===== src/rtl/alu_arbiter.sv =====
// Two-requester front end for a shared combinational ALU: grant, execute, hold response.
// Optional round-robin fairness when ALU_ARB_RR_EN is defined; otherwise requester 0 has priority.
module alu_arbiter #(
    parameter int unsigned WIDTH = 32
) (
    input  logic             clk,
    input  logic             rst_n,
    input  logic [1:0]       req_valid,
    output logic [1:0]       req_ready,
    input  logic [WIDTH-1:0] req0_a,
    input  logic [WIDTH-1:0] req0_b,
    input  logic [3:0]       req0_op,
    input  logic [WIDTH-1:0] req1_a,
    input  logic [WIDTH-1:0] req1_b,
    input  logic [3:0]       req1_op,
    output logic [1:0]       resp_valid,
    input  logic [1:0]       resp_ready,
    output logic [WIDTH-1:0] resp_result,
    output logic             resp_zero,
    output logic             resp_err,
    output logic [WIDTH-1:0] alu_a,
    output logic [WIDTH-1:0] alu_b,
    output logic [3:0]       alu_ctrl,
    input  logic [WIDTH-1:0] alu_result,
    input  logic             alu_zero,
    output logic             busy
);

    localparam int unsigned OP_W = 4;
    localparam logic [OP_W-1:0] OP_AND = 4'b0000;
    localparam logic [OP_W-1:0] OP_OR  = 4'b0001;
    localparam logic [OP_W-1:0] OP_ADD = 4'b0010;
    localparam logic [OP_W-1:0] OP_SUB = 4'b0110;

    typedef enum logic [1:0] {
        ST_IDLE = 2'd0,
        ST_EXEC = 2'd1,
        ST_RESP = 2'd2
    } state_e;

    state_e              state_q;
    logic                owner_q;
    logic [WIDTH-1:0]    a_q;
    logic [WIDTH-1:0]    b_q;
    logic [OP_W-1:0]     op_q;
    logic [1:0]          resp_valid_q;
    logic [WIDTH-1:0]    resp_result_q;
    logic                resp_zero_q;
    logic                resp_err_q;
    logic                busy_q;
`ifdef ALU_ARB_RR_EN
    logic                last_q;
`endif

    logic                grant_idx_c;
    logic [1:0]          req_ready_c;
    logic                accept_c;
    logic                op_ok_c;

    // Grant selection; only meaningful when at least one request is valid.
    always_comb begin
        grant_idx_c = 1'b0;
`ifdef ALU_ARB_RR_EN
        if (req_valid == 2'b11) begin
            grant_idx_c = ~last_q;
        end else begin
            grant_idx_c = req_valid[1];
        end
`else
        grant_idx_c = ~req_valid[0];
`endif
    end

    // Ready is combinational so a requester sees its grant in the same cycle it asks.
    always_comb begin
        req_ready_c = 2'b00;
        if (rst_n && (state_q == ST_IDLE) && (req_valid != 2'b00)) begin
            req_ready_c = grant_idx_c ? 2'b10 : 2'b01;
        end
    end

    assign accept_c = |(req_valid & req_ready_c);

    always_comb begin
        op_ok_c = 1'b0;
        case (op_q)
            OP_AND, OP_OR, OP_ADD, OP_SUB: op_ok_c = 1'b1;
            default:                       op_ok_c = 1'b0;
        endcase
    end

    // Control FSM and all registered state.
    always_ff @(posedge clk) begin
        if (!rst_n) begin
            state_q       <= ST_IDLE;
            owner_q       <= 1'b0;
            a_q           <= '0;
            b_q           <= '0;
            op_q          <= '0;
            resp_valid_q  <= 2'b00;
            resp_result_q <= '0;
            resp_zero_q   <= 1'b0;
            resp_err_q    <= 1'b0;
            busy_q        <= 1'b0;
`ifdef ALU_ARB_RR_EN
            last_q        <= 1'b1;
`endif
        end else begin
            case (state_q)
                ST_IDLE: begin
                    if (accept_c) begin
                        owner_q <= grant_idx_c;
                        a_q     <= grant_idx_c ? req1_a  : req0_a;
                        b_q     <= grant_idx_c ? req1_b  : req0_b;
                        op_q    <= grant_idx_c ? req1_op : req0_op;
                        busy_q  <= 1'b1;
                        state_q <= ST_EXEC;
`ifdef ALU_ARB_RR_EN
                        last_q  <= grant_idx_c;
`endif
                    end
                end
                ST_EXEC: begin
                    // Unsupported codes force a canned error response regardless of ALU output.
                    if (op_ok_c) begin
                        resp_result_q <= alu_result;
                        resp_zero_q   <= alu_zero;
                        resp_err_q    <= 1'b0;
                    end else begin
                        resp_result_q <= '0;
                        resp_zero_q   <= 1'b1;
                        resp_err_q    <= 1'b1;
                    end
                    resp_valid_q <= owner_q ? 2'b10 : 2'b01;
                    state_q      <= ST_RESP;
                end
                ST_RESP: begin
                    if (resp_ready[owner_q]) begin
                        resp_valid_q <= 2'b00;
                        busy_q       <= 1'b0;
                        state_q      <= ST_IDLE;
                    end
                end
                default: begin
                    resp_valid_q <= 2'b00;
                    busy_q       <= 1'b0;
                    state_q      <= ST_IDLE;
                end
            endcase
        end
    end

    assign req_ready   = req_ready_c;
    assign resp_valid  = resp_valid_q;
    assign resp_result = resp_result_q;
    assign resp_zero   = resp_zero_q;
    assign resp_err    = resp_err_q;
    assign busy        = busy_q;

    // Shared ALU sees the latched operation only while executing.
    assign alu_a    = (state_q == ST_EXEC) ? a_q  : '0;
    assign alu_b    = (state_q == ST_EXEC) ? b_q  : '0;
    assign alu_ctrl = (state_q == ST_EXEC) ? op_q : '0;

endmodule


===== config.mk =====
export PLATFORM = sky130hd
export DESIGN_NAME = alu_arbiter
export DESIGN_NICKNAME = d
export VERILOG_FILES = /design/src/rtl/alu_arbiter.sv
export SDC_FILE = /design/constraint.sdc
export NUM_CORES = 1
export LEC_CHECK = 0
export ABC_AREA = 1
export BUFFER_PORTS_ARGS = -buffer_cell sky130_fd_sc_hd__buf_2
export CAP_MARGIN = 20
export CORE_AREA = 2 2 110 112
export DETAILED_ROUTE_END_ITERATION = 10
export DIE_AREA = 0 0 112 114
export MAX_ROUTING_LAYER = met4
export PLACE_DENSITY = 0.77
export SYNTH_ARGS = -nofsm -noshare
export SYNTH_HDL_FRONTEND = slang
export SYNTH_SLANG_ARGS = --single-unit
export TNS_END_PERCENT = 50

===== constraint.sdc =====
create_clock -name clk -period 2.6 [get_ports clk]
set_clock_uncertainty 0.2 [all_clocks]
set_input_delay 0.39 -clock clk [delete_from_list [all_inputs] [get_ports clk]]
set_output_delay 0.39 -clock clk [all_outputs]
set_load 0.03 [all_outputs]

Word level (Yosys, flattened, before mapping). Cells that the tools add are included.

Magnitude comparators: 1. Eq/ne operators: 7. Mux-type cells: 22. Bitwise logic cells: 4. Reductions and logical operators: 11.

Operators by type and width (number): 2-to-1 mux 32 bit (5); one-hot mux 2 bit (3 select lines) (2); 2-to-1 mux 2 bit (5); 2-to-1 mux 4 bit (2); 2-to-1 mux 1 bit (7); AND reduction 2 bit (3); equality test 4 x 1 -> 1 bit (second input constant) (1); equality test 4 x 2 -> 1 bit (second input constant) (1); equality test 4 x 3 -> 1 bit (second input constant) (1); logical NOT 4 bit (1); inequality test 2 bit (second input constant) (2); OR reduction 4 bit (1); inverter 1 bit (3); one-hot mux 1 bit (3 select lines) (1); AND reduction 3 bit (1); AND 2 bit (1); equality test 2 x 1 -> 1 bit (second input constant) (1); equality test 2 bit (second input constant) (1); logical AND 1 bit (2); logical NOT 2 bit (1); < comparator 1 x 2 -> 1 bit (second input constant) (1); nonzero test 2 bit (1); OR reduction 2 bit (1).

Register bits after elaboration: 108. Output and inout bits: 107. Logic and storage cells: 55.

Logic depth before layout (Yosys ltp). Gate-level depths: netlist of run 1.

Depth after elaboration: 8. Depth in mapped cells: 7. Gate-level depth less buffers: 6.

Worst setup path before layout of run 1. No wires, ideal clock.

Path kind: reg2out. Start: register state_q[0]. End: output port alu_b[10]. Data arrival time: 1.345 ns. Required time: 2.010 ns. Setup slack: 0.665 ns. Cell stages (with the launch flop): 7. Buffers on the path: 2. Path through: dfxtp_1 > inv_1 > nor2_2 > inv_1 > buf_2 > buf_1 > nor2_1.

Longest elaborated chain between the ends: 2.

RTL lines: start: declaration (line 41) `state_e state_q;`; start signal: assignment (line 95) `state_q <= ST_IDLE;`; start signal: assignment (line 117) `state_q <= ST_EXEC;`; start signal: assignment (line 135) `state_q <= ST_RESP;`; equality test 2 x 1 -> 1 bit (line 162) `assign alu_b = (state_q == ST_EXEC) ? b_q : '0;`; 2-to-1 mux 32 bit (line 162); end: declaration (line 22) `output logic [WIDTH-1:0] alu_b,`.

No other way between the ends.

Worst setup path after layout of run 1.
Start: register state_q[0]. End: output port alu_ctrl[0].

Longest elaborated chain between the ends: 2.

RTL lines: equality test 2 x 1 -> 1 bit (line 163) `assign alu_ctrl = (state_q == ST_EXEC) ? op_q : '0;`; 2-to-1 mux 4 bit (line 163); end: declaration (line 23) `output logic [3:0] alu_ctrl,`.

No other way between the ends.

==> results.json, run 1 <==
{
  "vdd_drop_max_uv": 303,
  "grt_pass1_vias": 5170,
  "holdWs_ns": 0.0889,
  "synth_mux_area_frac": 0,
  "required_ns": 2.01,
  "clock-root-buffer": "clkbuf_16",
  "antenna_found_initial": 0,
  "gp_congestion": 0.819,
  "synth_compound_area_frac": 0.106,
  "die_w_um": 112,
  "holdPathStages": 3,
  "synthCells": 845,
  "synth_xor_area_frac": 0,
  "ys_seq_area_frac": 0.422,
  "dr.pass1.iters": 4,
  "numCtsBuffers": 9,
  "syn_area_per_cell_um2": 6.06,
  "drv_cap": 0,
  "syn_nets": 1020,
  "power_mw": 4.10,
  "path_class": "register to primary output",
  "final_area_um2": 6920,
  "cts.clk_slew.worst_paths_ns": 0.07,
  "wl_per_cell_um": 11.9,
  "track_usage": 0.230,
  "coreArea_um2": 11700,
  "p_per_area_nw_per_um2": 593,
  "final_max_slew_viol_count": 0,
  "rsz0062_at_grt": "no",
  "yosysWarnings": 0,
  "synth.cell_area_um2": 5120,
  "final_util": 0.591,
  "ys_types": 14,
  "startpoint_type": "register",
  "r2r_slack_ns": 0.64,
  "grt_max_degree": 75,
  "htree_num_levels": 3,
  "min_from": "alu_result[13]",
  "die-area_um2": 12800,
  "io_buffers": 281,
  "setup_ws_ns": 0.324,
  "status": "finished, final reports clean",
  "cts_buffer_depth": 2,
  "fin_cells": 1245,
  "synth_top_family_by_area": "simple AND/OR/NAND/NOR gates",
  "clock_sinks": 108,
  "critPathMaxFanout": 28,
  "fin_crit_ns": 2.28,
  "setup_violations": 0,
  "cts_tree": "done",
  "grt_pass1_wl_mm": 23.7,
  "synth_fa_ha_area_frac": 0,
  "cts_hold_buf": 0,
  "drive_gt1_frac": 0.287,
  "postPlaceCellArea_um2": 6590,
  "cts_resized": 0,
  "tightest_slew_ns": 0.648,
  "ant_nets": 0,
  "die_h_um": 114,
  "fmax_ghz": 0.439,
  "post-cts-setup-buffer-count": 0,
  "r2r_cells": 8,
  "rows": 40,
  "grt_overflow": 0,
  "hold_violations": 0,
  "wl_mm": 14.8,
  "r2r-end": "resp_result[28]",
  "vias": 5679,
  "cp-end-kind": "primary output",
  "final_nets": 1268,
  "initial_core_util": 0.437,
  "tns_ns": 0,
  "clk_latency_ns": 0.34,
  "drc": 0,
  "max-slew-margin-rel": 0.568,
  "synthSimpleGateAreaFrac": 0.369,
  "drtIter0Drc": 333,
  "placedCellCount": 1229,
  "num_io_pins": 282,
  "area_growth_pct": 35.1,
  "cellLeakagePower_nw": 3.52,
  "ys_ff_latch": 108,
  "hpwlAfterDp_mm": 10.4,
  "diodes": 0,
  "worstPathArrival_ns": 1.69,
  "place_ws_ns": 0.648,
  "min_period_over_period": 0.875,
  "vias_per_cell": 4.56,
  "r2r-start": "state_q[0]",
  "min_to": "resp_result[13]",
  "min_path_type": "primary input to register"
}
per-layer routing:
layer / global-route usage / part of all wire
met1: 0.275 / 0.44
met2: 0.406 / 0.50
met3: 0.0298 / 0.050
met4: 0.0707 / 0.0095
met5: - / 0
registers in the layout, summed over array words and instances (netlist names):
register     cells
owner_q          1
b_q             32
a_q             32
busy             1
resp_zero        1
resp_result     32
resp_valid       2
state_q          2
op_q             4
resp_err         1
worst max-delay path: stages (launching register included):
cell and delay (ns):
dfxtp_1 0.33, inv_1 0.07, nor2_2 0.18, clkinv_2 0.11
buf_4 0.24, nor2_1 0.17, buf_2 0.23
final cells by class:
class                           count  area (µm²)
Clock inverter                      7        98.8
Timing Repair Buffer              291        1520
Fill cell                        1225        4790
Sequential cell                   108        2160
Tap cell                          147         184
Inverter                           78         295
Multi-Input combinational cell    605        2430
Clock buffer                        9         225
how the worst max path moves through the flow:
| stage | to | slack (ns) | from |
|---|---|---|---|
| finish | alu_ctrl[0] | 0.32 | state_q[0] |
| global route | alu_ctrl[0] | 0.19 | state_q[0] |
| CTS | alu_ctrl[0] | 0.31 | state_q[0] |
| detailed placement | resp_result[28] | 0.65 | state_q[0] |
| global placement | alu_ctrl[0] | 0.69 | state_q[0] |
| floorplan | alu_b[10] | 0.66 | state_q[0] |
cell usage in the layout, fill, tap and decap left out, types with 7 or more instances in the layout:
cell type,n
buf_4,7
dfxtp_1,108
nor2_1,72
inv_1,75
clkbuf_16,9
buf_2,281
nand2_1,417
a21oi_1,106
logic make-up after synthesis:
group                  Yosys count
AND/OR/NAND/NOR                497
buffers and inverters          132
AO/OA/AOI/OAI                  108
flip-flops                     108
report_power, final:
part	internal, mW	switching [mW]
clock network	0.851	0.609
registers	1.76	0.0534
logic	0.293	0.535
total	2.91	1.20
synth_stat cells, drive strengths merged:
master	count	share of area
buf	25	0.025
dfxtp	108	0.42
nor3	1	0.0032
nor2	75	0.056
nand2	418	0.31
a21oi	106	0.10
o21ai	2	0.0020
clkbuf	29	0.021
nand3	3	0.0029
inv	78	0.057
No activity file was read; power rests on OpenSTA's default activity.
==> run 2, diff against run 1 <==
==> config.mk (replaced) <==
export PLATFORM = sky130hd
export DESIGN_NAME = alu_arbiter
export DESIGN_NICKNAME = d
export VERILOG_FILES = /design/src/rtl/alu_arbiter.sv
export SDC_FILE = /design/constraint.sdc
export NUM_CORES = 1
export LEC_CHECK = 0
export ABC_AREA = 0
export BUFFER_PORTS_ARGS = -buffer_cell sky130_fd_sc_hd__buf_2
export CAP_MARGIN = 20
export CORE_AREA = 2 2 108 110
export DETAILED_ROUTE_END_ITERATION = 10
export DIE_AREA = 0 0 110 112
export MAX_ROUTING_LAYER = met4
export PLACE_DENSITY = 0.77
export SYNTH_ARGS = -nofsm -noshare
export SYNTH_HDL_FRONTEND = slang
export SYNTH_SLANG_ARGS = --single-unit
==> constraint.sdc (replaced) <==
create_clock -name clk -period 2.7 [get_ports clk]
set_clock_uncertainty 0.2 [all_clocks]
set_input_delay 0.405 -clock clk [delete_from_list [all_inputs] [get_ports clk]]
set_output_delay 0.405 -clock clk [all_outputs]
set_load 0.03 [all_outputs]
==> run 2 against run 1 <==
Wire length rose by 2.2%; combinational power fell by 4.7%; sequential share of layout area rose by 1.6 points; count of clock-buffer cells in the layout rose by 2; largest cell class unchanged; highest routed layer unchanged.
==> results.json, run 2 <==
{
  "status": "finished, final reports clean",
  "vias_per_cell": 5.65,
  "tightest_slew_ns": 0.686,
  "drtIter0Drc": 346,
  "drc": 0,
  "fmax_ghz": 0.405,
  "ant_nets": 0,
  "coreArea_um2": 11200,
  "synth_top_family_by_area": "compound AO/OA/AOI/OAI gates",
  "final_nets": 958,
  "power_switching_mw": 1.14,
  "antenna_found_initial": 0,
  "fin_crit_ns": 2.47,
  "tns_ns": 0,
  "p_clk_frac": 0.331,
  "diodes": 0,
  "htree_num_levels": 3,
  "cts_hold_buf": 0,
  "startpoint_type": "register",
  "path_class": "register to primary output",
  "synth.cell_area_um2": 4840,
  "critPathMaxFanout": 62,
  "wl_per_cell_um": 16.3,
  "clk_latency_ns": 0.34,
  "path_buf_inv": 2,
  "p_int_mw": 2.67,
  "netlist.area_leader.share": 0.446,
  "track_usage": 0.247,
  "synth_xor_area_frac": 0,
  "rsz0062_at_grt": "no",
  "dr.pass1.iters": 5,
  "drv_cap": 0,
  "grt_overflow": 0,
  "wl_mm": 15.1,
  "min_period_over_period": 0.915,
  "die-area_um2": 12300,
  "yosys.area.top_type": "dfxtp_1",
  "grt_max_degree": 69,
  "vias": 5264,
  "async_reset_ff_frac": 0,
  "r2r_slack_ns": 0.60,
  "numCtsBuffers": 9,
  "slowest_delay_ns": 0.50,
  "drive_gt1_frac": 0.409,
  "max-slew-margin-rel": 0.543,
  "synth_mux_area_frac": 0.00413,
  "gp_congestion": 0.846,
  "ys_seq_area_frac": 0.446,
  "syn_nets": 721,
  "fill_cells": 1006,
  "synthSimpleGateAreaFrac": 0.139,
  "placedCellCount": 915,
  "clock-root-buffer": "clkbuf_16",
  "ys_ff_latch": 108,
  "rows": 39,
  "synthTopCellsByCount": "108 x dfxtp_1, 100 x a32oi_1, 72 x a21oi_1",
  "vdd_drop_max_uv": 323,
  "die_w_um": 110,
  "post-cts-setup-buffer-count": 0,
  "synth_most_common_cell": "dfxtp_1",
  "r2r_cells": 3,
  "num_io_pins": 282,
  "cts_tree": "done",
  "ys_types": 32,
  "clock_sinks": 108,
  "holdPathStages": 3,
  "synthCells": 546,
  "ys.flop_type": "dfxtp_1",
  "die_h_um": 112,
  "worstPathArrival_ns": 1.86,
  "hpwlAfterDp_mm": 10.7,
  "cellLeakagePower_nw": 2.93,
  "cts_resized": 0,
  "final_max_slew_viol_count": 0,
  "seq_power_share": 0.462,
  "final_common_cell": "buf_2",
  "cts.clk_slew.worst_paths_ns": 0.07,
  "cp.depth": 3,
  "initial_core_util": 0.433,
  "cts_buffer_depth": 2,
  "synth_edf_count": 0,
  "grt_pass1_vias": 5096,
  "area_growth_pct": 36.0,
  "required_ns": 2.10,
  "synth_compound_area_frac": 0.339,
  "io_buffers": 281,
  "min_path_type": "primary input to register",
  "syn_area_per_cell_um2": 8.87,
  "p_per_area_nw_per_um2": 579,
  "fin_cells": 931,
  "hold_violations": 0,
  "mostFrequentLayoutCells": "281 x buf_2, 108 x dfxtp_1, 100 x a32oi_1, 72 x a21oi_1, 68 x and2_1",
  "synth_area_leaders": "dfxtp_1 45%, a32oi_1 18%, and2_1 8.8%",
  "grt_pass1_wl_mm": 23.7,
  "p_comb_frac": 0.207,
  "yosysWarnings": 0,
  "path_delay_family": "buffers and inverters",
  "cp-end-kind": "primary output",
  "path_cells": "nor4bb_4 -> buf_12 -> buf_2",
  "critical_path.slowest_cell": "dfxtp_1",
  "swShare": 0.299,
  "setup_violations": 0,
  "synth_fa_ha_area_frac": 0
}
run 2: cell count changes in the layout (fill, tap and decap cells not counted), moves of 6 or more:
cell / previous run / this run
a21oi_1: 106 / 72
a32oi_1: 0 / 100
and2_1: 0 / 68
inv_1: 75 / 3
nand2_1: 417 / 1
nor2_1: 72 / 33
o21ai_0: 2 / 65
o21ai_1: 0 / 6
run 2: power by group through the flow:
stage                     Clock [mW]  Combinational, mW  Sequential, mW
final                           1.26              0.789            1.76
after floorplan                    0              0.435            1.85
after detailed placement           0              0.793            1.80
after global placement             0              0.764            1.79
after CTS                       1.29              0.795            1.76
after global routing            1.36              0.859            1.77
run 2: final cells by class:
type                            count  area (µm²)  share of cell area
Sequential cell                   108        2160               0.328
Timing Repair Buffer              294        1550               0.236
Tap cell                          143         179              0.0272
Clock buffer                       11         253              0.0384
Inverter                            4        15.0             0.00228
Multi-Input combinational cell    366        2390               0.363
Clock inverter                      5        33.8             0.00513
run 2: kinds of logic after synthesis:
kind of cell           after synthesis
AND/OR/NAND/NOR                    116
flip-flops                         108
AO/OA/AOI/OAI                      248
buffers and inverters               72
multiplexers                         2
run 2: routing by layer:
layer / GRT usage / part of all wire
met1: 0.285 / 0.40
met2: 0.423 / 0.51
met3: 0.0381 / 0.070
met4: 0.0970 / 0.022
met5: - / 0
run 2: per-stage QoR:
| stage | area [µm²] | worst slack, ns | utilization | total power [mW] | hold slack, ns |
|---|---|---|---|---|---|
| finish | 6590 | 0.230 | 0.589 | 3.81 | 0.119 |
| global route | 6590 | 0.153 | 0.589 | 4.00 | 0.115 |
| CTS | 6590 | 0.238 | 0.589 | 3.84 | 0.107 |
| detailed placement | 6300 | 0.588 | 0.564 | 2.59 | 0.263 |
| global placement | 6300 | 0.634 | 0.564 | 2.55 | 0.249 |
| floorplan | 4840 | 0.723 | - | 2.29 | 0.249 |
run 2: worst reg2reg max path, cell delays in order (launching register included):
cell	delay, ns
dfxtp_1	0.72
or3b_4	0.68
o21ai_0	0.27
a21oi_1	0.17
run 2: path summary, 6_finish.rpt:
| path | start | to |
|---|---|---|
| max reg2reg | state_q[1] | b_q[13] |
| min | alu_result[19] | resp_result[19] |
| max | state_q[1] | req_ready[0] |
| min reg2reg | b_q[0] | b_q[0] |
